File: config.mk
export PLATFORM = sky130hd
export DESIGN_NAME = posit_decode_pipe
export DESIGN_NICKNAME = d
export VERILOG_FILES = /design/src/rtl/posit_pkg.sv /design/src/rtl/posit_lzd.sv /design/src/rtl/posit_decode_pipe.sv
export SDC_FILE = /design/constraint.sdc
export NUM_CORES = 1
export LEC_CHECK = 0
export BUFFER_PORTS_ARGS = -buffer_cell sky130_fd_sc_hd__clkbuf_2
export CORE_AREA = 10 10 191 193
export DETAILED_ROUTE_END_ITERATION = 10
export DIE_AREA = 0 0 201 203
export PLACE_DENSITY = 0.56
export SYNTH_ARGS = -nofsm -noshare
export SYNTH_HDL_FRONTEND = slang
export SYNTH_SLANG_ARGS = --single-unit
File: constraint.sdc
create_clock -name clk -period 2.95 [get_ports clk]
set_input_delay 0.295 -clock clk [delete_from_list [all_inputs] [get_ports clk]]
set_output_delay 0.295 -clock clk [all_outputs]
set_load 0.02 [all_outputs]
File: src/rtl/posit_pkg.sv
// posit_pkg: shared posit sizing helpers, special-pattern helpers and 32/3 decode records
//   posit_fbits(n,es)      fraction width n-3-es
//   posit_scale_w(n,es)    signed scale width $clog2(n)+es+1
//   posit_nar_pattern(n)   NaR word (1 followed by n-1 zeros), zero-extended to 64 bits
//   posit_is_nar/is_zero   special-word detectors on a zero-extended word
package posit_pkg;
    function automatic int posit_fbits(input int n, input int es);
        return n - 3 - es;
    endfunction
    function automatic int posit_scale_w(input int n, input int es);
        return $clog2(n) + es + 1;
    endfunction
    function automatic logic [63:0] posit_nar_pattern(input int n);
        return 64'd1 << (n - 1);
    endfunction
    function automatic logic posit_is_nar(input logic [63:0] w, input int n);
        return w == posit_nar_pattern(n);
    endfunction
    function automatic logic posit_is_zero(input logic [63:0] w);
        return w == '0;
    endfunction
    localparam int P32_NBITS   = 32;
    localparam int P32_ES      = 3;
    localparam int P32_FBITS   = posit_fbits(P32_NBITS, P32_ES);
    localparam int P32_SCALE_W = posit_scale_w(P32_NBITS, P32_ES);
    typedef struct packed {
        logic                   sign;
        logic [P32_NBITS-1:0]   abs;
        logic                   zero;
        logic                   inf;
        logic                   r0;
        logic [$clog2(P32_NBITS)-1:0] m;
    } posit32_s1_t;
    typedef struct packed {
        logic                   sign;
        logic [P32_SCALE_W-1:0] scale;
        logic [P32_ES-1:0]      exponent;
        logic [P32_FBITS-1:0]   fraction;
        logic                   inf;
        logic                   zero;
    } posit32_dec_t;
endpackage

File: src/rtl/posit_lzd.sv
// posit_lzd: length of the run of bits equal to the MSB, counted from the MSB down
//   bits  in  W   word to scan (the posit body below the sign bit)
//   run   out CW  run length, 1..W
module posit_lzd #(
    parameter int W  = 31,
    parameter int CW = 5
) (
    input  logic [W-1:0]  bits,
    output logic [CW-1:0] run
);
    logic [W-1:0] x;
    logic         done;
    // Flipping against the MSB turns the run into leading zeros; x's MSB is always 0.
    always_comb begin
        x = bits ^ {W{bits[W-1]}};
        run = '0;
        done = 1'b0;
        for (int i = W - 1; i >= 0; i--) begin
            if (!done) begin
                if (x[i]) done = 1'b1;
                else run = run + CW'(1);
            end
        end
    end
endmodule

File: src/rtl/posit_decode_pipe.sv
// posit_decode_pipe: 2-stage valid/ready posit decoder into sign/scale/exponent/fraction/inf/zero
//   clk, rst_n                  clock, asynchronous active-low reset
//   in_valid/in_ready/in_data   raw posit word stream
//   out_valid/out_ready         decoded result stream
//   out_sign, out_scale         sign, signed k*2^ES + exponent
//   out_exponent, out_fraction  exponent field, MSB-aligned fraction without hidden bit
//   out_inf, out_zero           NaR / zero flags
//   POSIT_DECODE_STATS_EN adds stat_clr, stat_nar_cnt, stat_zero_cnt (saturating counters)
module posit_decode_pipe
    import posit_pkg::*;
#(
    parameter int   NBITS   = 32,
    parameter int   ES      = 3,
    localparam int  FBITS   = posit_fbits(NBITS, ES),
    localparam int  SCALE_W = posit_scale_w(NBITS, ES),
    localparam int  EW      = ES > 0 ? ES : 1,
    localparam int  CW      = $clog2(NBITS)
) (
    input  logic               clk,
    input  logic               rst_n,
    input  logic               in_valid,
    output logic               in_ready,
    input  logic [NBITS-1:0]   in_data,
    output logic               out_valid,
    input  logic               out_ready,
    output logic               out_sign,
    output logic [SCALE_W-1:0] out_scale,
    output logic [EW-1:0]      out_exponent,
    output logic [FBITS-1:0]   out_fraction,
    output logic               out_inf,
    output logic               out_zero
`ifdef POSIT_DECODE_STATS_EN
   ,input  logic               stat_clr,
    output logic [31:0]        stat_nar_cnt,
    output logic [31:0]        stat_zero_cnt
`endif
);
    logic                      live;
    logic                      s1_valid, s1_sign, s1_zero, s1_inf, s1_r0;
    logic [NBITS-1:0]          s1_abs;
    logic [CW-1:0]             s1_m;
    logic                      s1_adv, s2_adv, take;
    logic                      in_sign;
    logic [NBITS-1:0]          in_abs;
    logic [CW-1:0]             in_m;
    logic [CW:0]               sh_amt;
    logic [NBITS-4:0]          body;
    logic [EW-1:0]             exp_f;
    logic [FBITS-1:0]          frac_f;
    logic signed [SCALE_W-1:0] m_s, k, scale;
    logic                      special;

    assign s2_adv   = !out_valid || out_ready;
    assign s1_adv   = !s1_valid || s2_adv;
    // live holds in_ready low until the first edge after reset release
    assign in_ready = live && s1_adv;
    assign take     = in_valid && in_ready;
    assign in_sign  = in_data[NBITS-1];
    assign in_abs   = in_sign ? -in_data : in_data;

    posit_lzd #(.W(NBITS - 1), .CW(CW)) u_lzd (
        .bits (in_abs[NBITS-2:0]),
        .run  (in_m)
    );

    // Sign, regime and terminator occupy the top m+2 bits; the bottom 3 bits of the
    // shifted word are always zero so only NBITS-3 bits carry exponent and fraction.
    always_comb begin
        sh_amt  = {1'b0, s1_m} + (CW + 1)'(2);
        body    = (NBITS - 3)'((s1_abs << sh_amt) >> 3);
        exp_f   = ES > 0 ? body[NBITS-4 -: EW] : '0;
        frac_f  = body[FBITS-1:0];
        m_s     = SCALE_W'(s1_m);
        k       = s1_r0 ? m_s - SCALE_W'(1) : -m_s;
        scale   = (k <<< ES) + SCALE_W'(exp_f);
        special = s1_zero || s1_inf;
    end

    always_ff @(posedge clk or negedge rst_n) begin
        if (!rst_n) live <= 1'b0;
        else live <= 1'b1;
    end

    always_ff @(posedge clk or negedge rst_n) begin
        if (!rst_n) begin
            s1_valid <= 1'b0;
            s1_sign  <= 1'b0;
            s1_abs   <= '0;
            s1_zero  <= 1'b0;
            s1_inf   <= 1'b0;
            s1_r0    <= 1'b0;
            s1_m     <= '0;
        end else if (s1_adv) begin
            s1_valid <= take;
            if (take) begin
                s1_sign <= in_sign;
                s1_abs  <= in_abs;
                s1_zero <= posit_is_zero(64'(in_data));
                s1_inf  <= posit_is_nar(64'(in_data), NBITS);
                s1_r0   <= in_abs[NBITS-2];
                s1_m    <= in_m;
            end
        end
    end

    always_ff @(posedge clk or negedge rst_n) begin
        if (!rst_n) begin
            out_valid    <= 1'b0;
            out_sign     <= 1'b0;
            out_scale    <= '0;
            out_exponent <= '0;
            out_fraction <= '0;
            out_inf      <= 1'b0;
            out_zero     <= 1'b0;
        end else if (s2_adv) begin
            out_valid <= s1_valid;
            if (s1_valid) begin
                out_sign     <= s1_sign;
                out_scale    <= special ? '0 : scale;
                out_exponent <= special ? '0 : exp_f;
                out_fraction <= special ? '0 : frac_f;
                out_inf      <= s1_inf;
                out_zero     <= s1_zero;
            end
        end
    end

`ifdef POSIT_DECODE_STATS_EN
    always_ff @(posedge clk or negedge rst_n) begin
        if (!rst_n) begin
            stat_nar_cnt  <= '0;
            stat_zero_cnt <= '0;
        end else if (stat_clr) begin
            stat_nar_cnt  <= '0;
            stat_zero_cnt <= '0;
        end else if (out_valid && out_ready) begin
            if (out_inf && stat_nar_cnt != '1) stat_nar_cnt <= stat_nar_cnt + 32'd1;
            if (out_zero && stat_zero_cnt != '1) stat_zero_cnt <= stat_zero_cnt + 32'd1;
        end
    end
`endif
endmodule

**Word-level counts from Yosys, hierarchy flattened**

Cells that the tools add are included.

- Output and inout port bits: 43
- Input port bits: 36
- Logic and storage cells: 188
- Register bits: 85

- Bitwise gates (word level): 1
- Equal/unequal tests: 1
- Shifts and indexed selects: 1
- Add/subtract/negate cells: 35
- Reductions and logical operators: 10
- Multiplexer cells: 125

Operator list:

| operator | number |
|---|---|
| 2-to-1 mux 5 bit | 60 |
| adder 5 x 1 -> 5 bit, second input constant | 29 |
| 2-to-1 mux 1 bit | 60 |
| == test 32 bit, second input constant | 1 |
| logical NOT 32 bit | 1 |
| 2-to-1 mux 32 bit | 1 |
| negator 32 bit | 1 |
| << shifter 32 x 6 -> 32 bit | 1 |
| bitwise XOR 31 bit | 1 |
| 2-to-1 mux 26 bit | 1 |
| adder 9 x 3 -> 9 bit | 1 |
| 2-to-1 mux 9 bit | 1 |
| adder 5 x 2 -> 6 bit, second input constant | 1 |
| 2-to-1 mux 6 bit | 1 |
| negator 5 -> 6 bit | 1 |
| subtractor 5 x 1 -> 6 bit, second input constant | 1 |
| AND reduction 2 bit | 2 |
| logical OR 1 bit | 3 |
| 2-to-1 mux 3 bit | 1 |
| adder 1 x 1 -> 2 bit, second input constant | 1 |
| logical AND 1 bit | 2 |
| logical NOT 1 bit | 2 |

**Depth between registers and ports, before layout**

Gate-level depths: netlist of the first run.

- Depth after elaboration: 94
- Depth in mapped cells: 75
- Gate-level depth less buffers: 73

**By module**

Synthesis of the first run repeated with hierarchy kept, for this count alone.

- Cell total of the unflattened synthesis: 1129
- Area total of the unflattened synthesis: 9582.9 sq um

Modules (own cells, without submodules):

| module | sequential area each (sq um) | cells an instance | instances | area each (sq um) |
|---|---|---|---|---|
| posit_decode_pipe | 2026.9 | 495 | 1 | 5408.9 |
| posit_lzd | 0.0 | 634 | 1 | 4174.0 |

**Worst setup path before layout of the first run**

No wires, ideal clock.

- Path type: input to register
- From: input port in_data[0]
- To: register s1_m[4]
- Required time: 2.874 ns
- Buffers on the path: 2
- Slack: -9.970 ns
- Cell stages on the path: 70
- Library setup time: 0.076 ns
- Arrival: 12.844 ns
- Path through: inv_1 ha_1 or3b_1 clkbuf_1 or4_1 clkbuf_1 o311a_1 nor4_1 o22ai_1 ha_1 a21o_1 ha_1 a21oi_1 ha_1 a21boi_0 o311a_1 a21oi_1 ha_1 (+34 left out) nor2_1 ha_1 o21ai_0 ha_1 nor2_1 a21oi_1 ha_1 mux2_2 ha_1 nand2_1 nor2_1 nor2_1 a21oi_1 o21a_1 nor2_1 a211oi_2 xnor3_1 o21ai_1

- Longest elaborated chain between the ends: 94
- Elaborated cells on any way between the ends: 153
- Those cells by class: add/sub: 31; mux: 121; bitwise: 1

Ends and longest elaborated chain:

| element | line | text |
|---|---|---|
| start, declared | posit_decode_pipe.sv:23 | `input logic [NBITS-1:0] in_data,` |
| negator 32 bit | posit_decode_pipe.sv:59 | `assign in_abs = in_sign ? -in_data : in_data;` |
| 2-to-1 mux 32 bit (*) | posit_decode_pipe.sv:59 |  |
| bitwise XOR 31 bit (*) | posit_lzd.sv:15 | `x = bits ^ {W{bits[W-1]}};` |
| 2-to-1 mux 1 bit | posit_lzd.sv:20 | `if (x[i]) done = 1'b1;` |
| adder 1 x 1 -> 2 bit | posit_lzd.sv:21 | `else run = run + CW'(1);` |
| 2-to-1 mux 5 bit | posit_lzd.sv:20 |  |
| 2-to-1 mux 5 bit | posit_lzd.sv:19 | `if (!done) begin` |
| adder 5 x 1 -> 5 bit | posit_lzd.sv:21 |  |
| (+78 left out) | - |  |
| 2-to-1 mux 5 bit | posit_lzd.sv:20 |  |
| 2-to-1 mux 5 bit | posit_lzd.sv:19 |  |
| adder 5 x 1 -> 5 bit | posit_lzd.sv:21 |  |
| 2-to-1 mux 5 bit | posit_lzd.sv:20 |  |
| 2-to-1 mux 5 bit | posit_lzd.sv:19 |  |
| adder 5 x 1 -> 5 bit | posit_lzd.sv:21 |  |
| 2-to-1 mux 5 bit | posit_lzd.sv:20 |  |
| 2-to-1 mux 5 bit (*) | posit_lzd.sv:19 |  |
| end signal, assigned | posit_decode_pipe.sv:101 | `s1_m <= in_m;` |
| end, declared | posit_decode_pipe.sv:41 | `logic [CW-1:0] s1_m;` |

Every way passes the cells marked *; elsewhere a longest branch is shown, timed or not.
A chain may end at the register's enable or synchronous reset.

**Final worst setup path of the first run**

- From: input port in_data[12]
- To: register s1_m[4]

Same word-level chain as after synthesis.

==> flow_summary.json, run 1 <==
{
  "netlist_instances": 1232,
  "yosysWarningCount": 0,
  "first_pass_iters": 5,
  "critPathArrivalTime_ns": 12.32,
  "internal_power_mw": 3.94,
  "netlist_area_um2": 9360,
  "die_x_um": 201,
  "synth.avg_cell_area_um2": 7.60,
  "synth_cell_types": 88,
  "grt_max_degree": 82,
  "place.port_buffers": 78,
  "io_pins": 79,
  "use_met1": 0.209,
  "drt_wl_total_um": 33100,
  "gr-usage-met2": 0.256,
  "outcome": "complete, but fails checks",
  "clock_skew_ns": 0.00738,
  "ys.flop_type": "dfrtp_1",
  "ant_nets": 0,
  "cp-start-kind": "primary input",
  "num-fill-cells": 3224,
  "peakVddDrop_v": 0.000328,
  "p_sw_mw": 2.88,
  "design.core.area_um2": 32500,
  "yosysTopAreaCellShare": 0.217,
  "combPwrFrac": 0.593,
  "syn_nets": 1298,
  "required_ns": 3.22,
  "min_period_ns": 12.05,
  "cts_tree": "built",
  "path_clk_slew_ns": 0.06,
  "fin_crit_sh": 4.08,
  "grt.total_usage": 0.157,
  "gp_congestion": 0.957,
  "most-common-layout-cells": "buf_4, nand2_1, o21ai_0, nor2_1, dfrtp_1",
  "die_h_um": 203,
  "synth-seq-cells": 81,
  "worst_path_largest_cell_delay_ns": 0.62,
  "slowest_stage": "or4_4",
  "setup-violations-final": 5,
  "grt_antenna_before_repair": 0,
  "layout_commonest_cell": "buf_4",
  "power_mw": 6.82,
  "drive_above_1_share": 0.387,
  "finalHoldViolCount": 0,
  "async_flop_share": 1.00,
  "dp_slack_ns": -9.64,
  "synth_edf_count": 0,
  "maxCapViolations": 0,
  "cts.htree.levels": 3,
  "path_common_cell": "ha_1",
  "endpoint_kind": "flip-flop",
  "vias": 10751,
  "yosysTopAreaCell": "dfrtp_1",
  "hold_buffers": 0,
  "use_met3": 0.0205,
  "grt_pass1_wl_um": 53900,
  "nNetsFinal": 1710,
  "violations": "setup timing",
  "grt_pass1_vias": 10493,
  "hold_class": "primary input to async pin",
  "seqPwrFrac": 0.244,
  "clock_sinks": 81,
  "top_usage_layer": "met2",
  "path_class": "primary input to flip-flop",
  "worst_slack_ns": -9.10,
  "rsz0062_at_grt": "yes",
  "initial_utilization": 0.288,
  "drcViolationCount": 0,
  "slew_headroom": 0.322,
  "cp-startpoint": "in_data[12]",
  "cts_buffers": 9,
  "row_count": 66,
  "clock_tree.buffer_depth": 2,
  "tightest_slew_ns": 1.02,
  "cts_root_buffer": "clkbuf_16",
  "area_growth_syn_to_layout_pct": 49.6,
  "p_sw_frac": 0.423,
  "clk_latency_ns": 0.34,
  "seq_area_frac_synth": 0.217,
  "synth.area.top_cells": "dfrtp_1, nand2_1, o21ai_0, mux2i_1, xnor2_1",
  "gr-total-overflow": 0,
  "power-per-cell-area_nw_per_um2": 487,
  "finalMaxSlewViolations": 0,
  "post_drt_via_cell_ratio": 5.14,
  "static-leakage-power_nw": 6.35,
  "path_max_fanout": 6,
  "num_antenna_cells": 0,
  "clkPwrFrac": 0.164,
  "place_hpwl_um": 26200,
  "r2r_start": "s1_m[1]",
  "dieArea_um2": 40800,
  "fmax_mhz": 83.0,
  "drt_iter0_drc": 592,
  "routedWlPerCell_um": 15.8
}
-- repair_timing --
item                                    in CTS  in global routing
setup buffers                               52                 11
endpoints found under the setup margin       5                  5
hold endpoints to repair                     0                  0
cloned                                       0                  0
resized for setup                           72                 39
pin swaps                                   50                 33
-- worst max-delay path, delay by kind of cell --
| kind | cells | cell delay, ns |
|---|---|---|
| compound gates | 23 | 4.13 |
| simple gates | 21 | 3.52 |
| fa+ha+maj | 12 | 2.92 |
| mux | 5 | 0.73 |
| xor+xnor | 2 | 0.40 |
| buf+inv | 3 | 0.29 |
-- state kept, by name (all words and copies together), names as in the netlist --
name / flops
live: 1
out_fraction: 26
out_inf: 1
out_scale: 9
out_sign: 1
out_valid: 1
out_zero: 1
s1_abs: 32
s1_inf: 1
s1_m: 5
s1_sign: 1
s1_valid: 1
s1_zero: 1
-- final cells by class --
type | instances | area, µm² | area share
timing repair buffer | 477 | 3520 | 0.251
sequential | 81 | 2030 | 0.145
clock inverter | 4 | 51.3 | 0.00366
tap | 442 | 553 | 0.0395
inverter | 40 | 150 | 0.0107
multi-input combinational | 1035 | 7460 | 0.533
clock buffer | 12 | 246 | 0.0176
-- through the flow --
step	TNS, ns	instances	util	area, µm²	hold slack (ns)
2_1_floorplan	-37.46	1232	-	9550	-0.000591
3_3_place_gp	-39.94	2017	0.393	12800	0.464
3_5_place_dp	-40.99	2017	0.393	12800	0.472
4_1_cts	-37.92	2084	0.424	13700	0.185
5_1_grt	-41.49	2091	0.431	14000	0.232
6_report	-38.71	2091	0.431	14000	0.138
-- worst paths after layout --
kind	end	slack, ns	depth (start not counted)
max in group asynchronous	out_scale[5]	2.16	1
min in group clk	s1_valid	0.24	3
setup / recovery	s1_m[4]	-9.10	66
setup reg to reg	out_scale[1]	0.44	9
hold reg to reg	s1_sign	0.48	2
hold / removal	out_scale[0]	0.14	1
-- power groups by stage --
stage          sequential (mW)  combinational [mW]  clock (mW)
3_5_place_dp              1.69                3.75           0
4_1_cts                   1.67                3.93        1.14
6_report                  1.66                4.04        1.12
5_1_grt                   1.71                4.43        1.20
3_3_place_gp              1.67                3.72           0
2_1_floorplan             1.91                2.11           0
-- metal layers --
layer,vias to the layer above,wire length (µm)
met3,56,1560
met4,0,1170
met1,5058,15400
met5,-,0
li1,5351,-
met2,286,14900
-- logic make-up (layout without fill, tap and decap cells) --
kind of cell,count (synthesis),in the layout,share of synthesized area
flip-flops,81,81,0.217
XOR/XNOR,87,87,0.0984
buffers and inverters,116,533,0.0507
other,1,1,0.000401
AND/OR/NAND/NOR,470,470,0.244
multiplexers,66,66,0.0807
adder cells (fa/ha/maj),32,32,0.0422
AO/OA/AOI/OAI,379,379,0.267
-- cell usage after synthesis, drive strengths merged, types with 8 or more instances --
library cell and instances:
clkbuf 59, o22ai 13, and3 13, xnor3 9
and4 8, and2 17, nand2 186, o21ai 114
mux2 16, o31ai 13, a211oi 13, nor4 15
nand4 10, or3 17, o41ai 8, xnor2 50
nor2b 12, nand3 29, a21boi 12, a22o 17
o211ai 20, inv 40, a31oi 10, mux2i 44
a21o 14, buf 17, nor2 98, a21oi 73
xor2 28, or2 10, dfrtp 81, ha 30
o21a 9, or4 12, nor3 20
No activity file was read; power rests on OpenSTA's default activity.
==> run 2: changes to the inputs <==
- CELL_PAD_IN_SITES_DETAIL_PLACEMENT: unset -> 1
- CELL_PAD_IN_SITES_GLOBAL_PLACEMENT: unset -> 2
- CORE_AREA: 10 10 191 193 -> 10 10 193 195
- DIE_AREA: 0 0 201 203 -> 0 0 203 205
- PLACE_DENSITY: 0.56 -> 0.78
- SYNTH_HIERARCHICAL: unset -> 1
==> run 2 against run 1 <==
The flow still finishes with violations (setup timing). Global-route usage grew 1.4 points. Count of clock-buffer cells in the layout shrank 3. Combinational power grew 30%. First-iteration DRC count shrank 8.4%. Power grew 21%. Sequential power grew 7%. Via count shrank 3.4%. Routed wire length grew 13%. Synthesized area grew 2.4%. Sequential cell count is the same. Setup slack lost 1.6 ns. Highest routed layer is now met5.
==> flow_summary.json, run 2 <==
{
  "min_period_ns": 13.65,
  "synth.area.top_cells": "dfrtp_1, mux2_2, xnor2_1, mux4_2, nand2_1",
  "regMostFlops": "s1_abs",
  "outcome": "complete, but fails checks",
  "synth.avg_cell_area_um2": 8.49,
  "setup-violations-final": 5,
  "slowest_stage": "or4b_4",
  "seq_area_frac_synth": 0.212,
  "path_max_fanout": 4,
  "maxCapViolations": 0,
  "drt_iter0_drc": 542,
  "most-common-layout-cells": "buf_4, nand2_1, nor2_1, dfrtp_1, clkbuf_2",
  "required_ns": 3.17,
  "clk_latency_ns": 0.34,
  "num_antenna_cells": 0,
  "cts.htree.levels": 3,
  "yosysTopAreaCell": "dfrtp_1",
  "power-per-cell-area_nw_per_um2": 586,
  "area_growth_syn_to_layout_pct": 46.9,
  "drt_wl_total_um": 37300,
  "finalHoldViolCount": 0,
  "rsz0062_at_grt": "yes",
  "p_sw_frac": 0.429,
  "r2r_start": "s1_m[1]",
  "grt_max_degree": 52,
  "finalMaxSlewViolations": 0,
  "top_regs": "s1_abs (32), out_fraction (26), out_scale (9)",
  "nNetsFinal": 1566,
  "grt_pass1_wl_um": 58500,
  "die_x_um": 203,
  "netlist_area_um2": 9580,
  "die_h_um": 205,
  "endpoint_kind": "flip-flop",
  "power_mw": 8.25,
  "ant_nets": 0,
  "tns_ns": -43.98,
  "r2r_end": "out_fraction[18]",
  "synth_edf_count": 0,
  "drcViolationCount": 0,
  "layout_commonest_cell": "buf_4",
  "synthAdderAreaFrac": 0.0420,
  "grt_antenna_before_repair": 1,
  "initial_utilization": 0.288,
  "combPwrFrac": 0.639,
  "gr-total-overflow": 0,
  "slew_headroom": 0.309,
  "dp.cells": 1896,
  "gp_congestion": 0.928,
  "place_hpwl_um": 28700,
  "place.port_buffers": 78,
  "cts_root_buffer": "clkbuf_16",
  "cp-start-kind": "primary input",
  "yosysWarningCount": 6,
  "fin_crit_sh": 4.63,
  "holdPathEnd": "s1_valid",
  "path_common_cell": "ha_1",
  "regToRegSetupSlack_ns": 0.36,
  "synth_top_family_by_area": "simple AND/OR/NAND/NOR gates",
  "synth-seq-cells": 81,
  "path_class": "primary input to flip-flop",
  "instances_no_fill": 1954,
  "hold_class": "primary input to flip-flop",
  "synth_common_cells": "nand2_1, nor2_1, dfrtp_1",
  "grt_pass1_vias": 10883,
  "clock_tree.buffer_depth": 2,
  "min_from": "out_ready",
  "design.core.area_um2": 33300,
  "synth_cell_types": 86,
  "io_pins": 79,
  "clkPwrFrac": 0.145,
  "yosysMostFrequentCell": "nand2_1",
  "seqPwrFrac": 0.216,
  "synth.mux.area_fraction": 0.166,
  "fmax_mhz": 73.3,
  "grt.total_usage": 0.171,
  "vias": 10382,
  "cts_tree": "built",
  "num-fill-cells": 3909,
  "tightest_slew_ns": 1.03,
  "largest_register_ffs": 32,
  "peakVddDrop_v": 0.000336,
  "violations": "setup timing",
  "path_clk_slew_ns": 0.06,
  "p_sw_mw": 3.54,
  "worst_path_largest_cell_delay_ns": 0.63,
  "synth_xor_area_frac": 0.123,
  "dieArea_um2": 41600,
  "r2r_cells": 8,
  "worst_slack_ns": -10.70,
  "dpl_cell_area_um2": 12800,
  "static-leakage-power_nw": 6.08,
  "hold_ws_ns": 0.247,
  "critPathArrivalTime_ns": 13.87,
  "clock_sinks": 81,
  "first_pass_iters": 5,
  "drive_above_1_share": 0.448,
  "clock_skew_ns": 0.00737,
  "sequential_cell_area_um2": 2030,
  "ys.flop_type": "dfrtp_1",
  "fin_area_um2": 14100,
  "multi_input_area_um2": 7800,
  "hold_path_depth": 3,
  "routedWlPerCell_um": 19.1,
  "post_drt_via_cell_ratio": 5.31,
  "synth_simple_gate_area_frac": 0.212,
  "async_flop_share": 1.00,
  "syn_nets": 1194,
  "synth_compound_area_frac": 0.202,
  "cts_buffers": 9,
  "row_count": 67,
  "internal_power_mw": 4.71,
  "netlist_instances": 1129,
  "yosysTopAreaCellShare": 0.212
}
## run 2: changes by cell type in the layout (fill, tap and decap cells not counted), sizes merged, moves of 23 or more
cell   before  now
nand2     186  146
mux4        6   29
mux2i      44   21
a21oi      73   39
xnor2      50   76
buf       401  357
mux2       16   64
o21ai     114   59
## run 2: layout make-up
class,instances,share of cell area
Multi-Input combinational cell,946,0.554
Timing Repair Buffer,436,0.231
Sequential cell,81,0.144
Tap cell,448,0.0398
Clock buffer,9,0.0160
Inverter,27,0.00862
Clock inverter,7,0.00676
## run 2: logic make-up (layout without fill, tap and decap cells)
group | count (synthesis) | after routing
flip-flops | 81 | 81
buffers and inverters | 102 | 479
other | 1 | 1
AND/OR/NAND/NOR | 424 | 424
adder cells (fa/ha/maj) | 33 | 33
multiplexers | 114 | 114
XOR/XNOR | 111 | 111
AO/OA/AOI/OAI | 263 | 263
## run 2: repair_timing
item | CTS | global route
hold buffers | 1 | 0
hold endpoints to repair | 1 | 0
setup buffers | 27 | 13
cloned | 2 | 0
gates resized for setup | 69 | 56
pin swaps | 61 | 67
endpoints found under the setup margin | 6 | 5
## run 2: power groups by stage
stage / clock (mW) / combinational [mW] / sequential (mW)
floorplan: 0 / 2.86 / 1.98
global placement: 0 / 4.69 / 1.77
detailed placement: 0 / 4.82 / 1.80
CTS: 1.22 / 5.07 / 1.78
global route: 1.28 / 5.71 / 1.84
finish: 1.19 / 5.27 / 1.78
## run 2: worst max path at each step
| stage | start | to | slack (ns) | cells after the start |
|---|---|---|---|---|
| after floorplan | in_data[0] | s1_m[4] | -10.62 | 86 |
| final | in_data[0] | s1_m[4] | -10.70 | 77 |
| after detailed placement | in_data[0] | s1_m[4] | -11.42 | 82 |
| after global routing | in_data[25] | s1_m[4] | -11.32 | 80 |
| after global placement | in_data[0] | s1_m[4] | -10.72 | 81 |
| after CTS | in_data[1] | s1_m[4] | -10.50 | 79 |
## run 2: per-layer routing
metal,up-vias,GRT usage,share of wire
li1,4934,-,-
met1,5191,0.204,0.44
met2,200,0.309,0.51
met3,55,0.0213,0.031
met4,2,0.0597,0.027
met5,-,0,0.00035
## run 2: critical path: cells and delay by family
kind / cells / cell delay, ns
simple gates: 25 / 4.09
buf+inv: 6 / 0.57
fa+ha+maj: 12 / 3.11
mux: 6 / 1.19
compound gates: 24 / 3.86
xor+xnor: 4 / 0.67
## run 2: per-stage QoR
stage / utilization / worst slack, ns
2_1_floorplan: - / -10.62
3_3_place_gp: 0.384 / -10.72
5_1_grt: 0.423 / -11.32
4_1_cts: 0.412 / -10.50
6_report: 0.423 / -10.70
3_5_place_dp: 0.384 / -11.42
==> run 3: changes to the inputs <==
==> constraint.sdc (replaced) <==
create_clock -name clk -period 2.95 [get_ports clk]
set_input_delay 0.1475 -clock clk [delete_from_list [all_inputs] [get_ports clk]]
set_output_delay 0.1475 -clock clk [all_outputs]
set_load 0.02 [all_outputs]
==> run 3 against run 2 <==
The flow still finishes with violations (setup timing). Maximum frequency is 0.15% higher. Core utilization fell by 0.43 points. Critical path type unchanged. Die area unchanged. Cell area shrank 1.0%. Sequential share of layout area is 0.15 points higher. Cell count shrank 0.10%. Clock skew grew 0.0010 ns. Critical endpoint unchanged. Combinational power hardly changed. Count of clock-buffer cells in the layout rose by 1.
==> flow_summary.json, run 3 (synthesized netlist as in run 2, its figures left out) <==
{
  "worst_path_largest_cell_delay_ns": 0.66,
  "endpoint_kind": "flip-flop",
  "post_drt_via_cell_ratio": 5.25,
  "regToRegSetupSlack_ns": 0.28,
  "power-per-cell-area_nw_per_um2": 595,
  "path_class": "primary input to flip-flop",
  "initial_utilization": 0.288,
  "clock_sinks": 81,
  "path_buf_inv": 3,
  "path_clk_slew_ns": 0.06,
  "dp.cells": 1903,
  "hold_class": "primary input to flip-flop",
  "largest_register_ffs": 32,
  "clock_skew_ns": 0.00838,
  "rsz0062_at_grt": "yes",
  "path_common_cell": "ha_4",
  "fmax_mhz": 73.4,
  "grt_antenna_before_repair": 0,
  "critPathArrivalTime_ns": 13.85,
  "holdPathEnd": "s1_valid",
  "vias": 10247,
  "maxCapViolations": 0,
  "setup-violations-final": 5,
  "path_max_fanout": 5,
  "regMostFlops": "s1_abs",
  "finalHoldViolCount": 0,
  "drt_wl_total_um": 37200,
  "top_regs": "s1_abs (32), out_fraction (26), out_scale (9)",
  "r2r_cells": 7,
  "routedWlPerCell_um": 19.1,
  "postLayoutCoreUtil": 0.419,
  "dpl_cell_area_um2": 12800,
  "grt.total_usage": 0.170,
  "drive_above_1_share": 0.432,
  "area_growth_syn_to_layout_pct": 45.4,
  "min_period_ns": 13.63,
  "hold_ws_ns": 0.0981,
  "cts_tree": "built",
  "fin_crit_sh": 4.62,
  "cp_top_family": "simple AND/OR/NAND/NOR gates",
  "first_pass_iters": 5,
  "most-common-layout-cells": "buf_4, nand2_1, nor2_1, dfrtp_1, clkbuf_2",
  "required_ns": 3.17,
  "cts.htree.levels": 3,
  "grt_pass1_vias": 10810,
  "cts_root_buffer": "clkbuf_16",
  "place_hpwl_um": 28600,
  "row_count": 67,
  "finalMaxSlewViolations": 0,
  "nNetsFinal": 1565,
  "design.core.area_um2": 33300,
  "r2r_end": "out_fraction[18]",
  "grt_pass1_wl_um": 58600,
  "ant_nets": 0,
  "peakVddDrop_v": 0.000329,
  "num_antenna_cells": 0,
  "gr-total-overflow": 0,
  "die_h_um": 205,
  "die_x_um": 203,
  "instances_no_fill": 1952,
  "static-leakage-power_nw": 6.03,
  "clock_tree.buffer_depth": 2,
  "dieArea_um2": 41600,
  "tightest_slew_ns": 1.06,
  "fin_area_um2": 13900,
  "cp.depth": 77,
  "worst_slack_ns": -10.68,
  "io_pins": 79,
  "slowest_stage": "or4b_4",
  "slew_headroom": 0.291,
  "layout_commonest_cell": "buf_4",
  "clk_latency_ns": 0.34,
  "violations": "setup timing",
  "cp-start-kind": "primary input",
  "grt_max_degree": 48,
  "gp_congestion": 0.911,
  "place.port_buffers": 78,
  "r2r_start": "s1_m[1]",
  "hold_path_depth": 3,
  "outcome": "complete, but fails checks",
  "drt_iter0_drc": 445,
  "min_from": "out_ready",
  "drcViolationCount": 0,
  "cts_buffers": 9
}
==> run 3: changes by cell type in the layout (fill, tap and decap cells not counted), sizes merged <==
| cell | before | now |
|---|---|---|
| clkinv | 5 | 1 |
| clkinvlp | 1 | 2 |
| inv | 26 | 27 |
==> run 3: layer usage <==
layer	vias up	global-route usage	share of wire
met3	42	0.0167	0.031
li1	4935	-	-
met4	0	0.0320	0.017
met5	-	0	0
met2	164	0.315	0.51
met1	5106	0.209	0.44
==> run 3: worst max-delay path by stage <==
stage,from,end,slack (ns)
after detailed placement,in_data[0],s1_m[4],-11.33
final,in_data[0],s1_m[4],-10.68
after CTS,in_data[0],s1_m[4],-10.28
after floorplan,in_data[0],s1_m[4],-10.48
after global placement,in_data[0],s1_m[4],-10.59
after global routing,in_data[0],s1_m[4],-11.41
==> run 3: through the flow <==
stage | worst slack, ns | power (mW) | setup TNS [ns]
6_report | -10.68 | 8.28 | -43.68
5_1_grt | -11.41 | 8.84 | -46.71
4_1_cts | -10.28 | 8.03 | -42.09
3_5_place_dp | -11.33 | 6.62 | -47.38
3_3_place_gp | -10.59 | 6.46 | -44.52
2_1_floorplan | -10.48 | 4.83 | -42.19
==> run 3: repair_timing <==
item	CTS	global route
cloned	1	0
pin swaps	37	57
buffers inserted	21	12
setup endpoints to repair	6	5
hold buffers	1	0
gates resized for setup	36	61
endpoints found under the hold margin	45	0
==> run 3: tightest hold or removal path: cells and delay by family <==
kind,cells,cell delay [ns]
buffers and inverters,1,0.08
AND/OR/NAND/NOR,2,0.16
==> run 3: report_power, final <==
group | switching [mW] | internal, mW
sequential | 0.332 | 1.46
clock | 0.440 | 0.757
combinational | 2.77 | 2.53
==> run 3: cell type report <==
| type | instances | area (µm²) |
|---|---|---|
| multi-input cells | 946 | 7750 |
| inverters | 27 | 121 |
| clock inverters | 5 | 80.1 |
| flip-flops and latches | 81 | 2030 |
| well taps | 448 | 561 |
| repair buffers | 435 | 3160 |
| fillers | 3944 | 19300 |
| clock buffers | 10 | 239 |
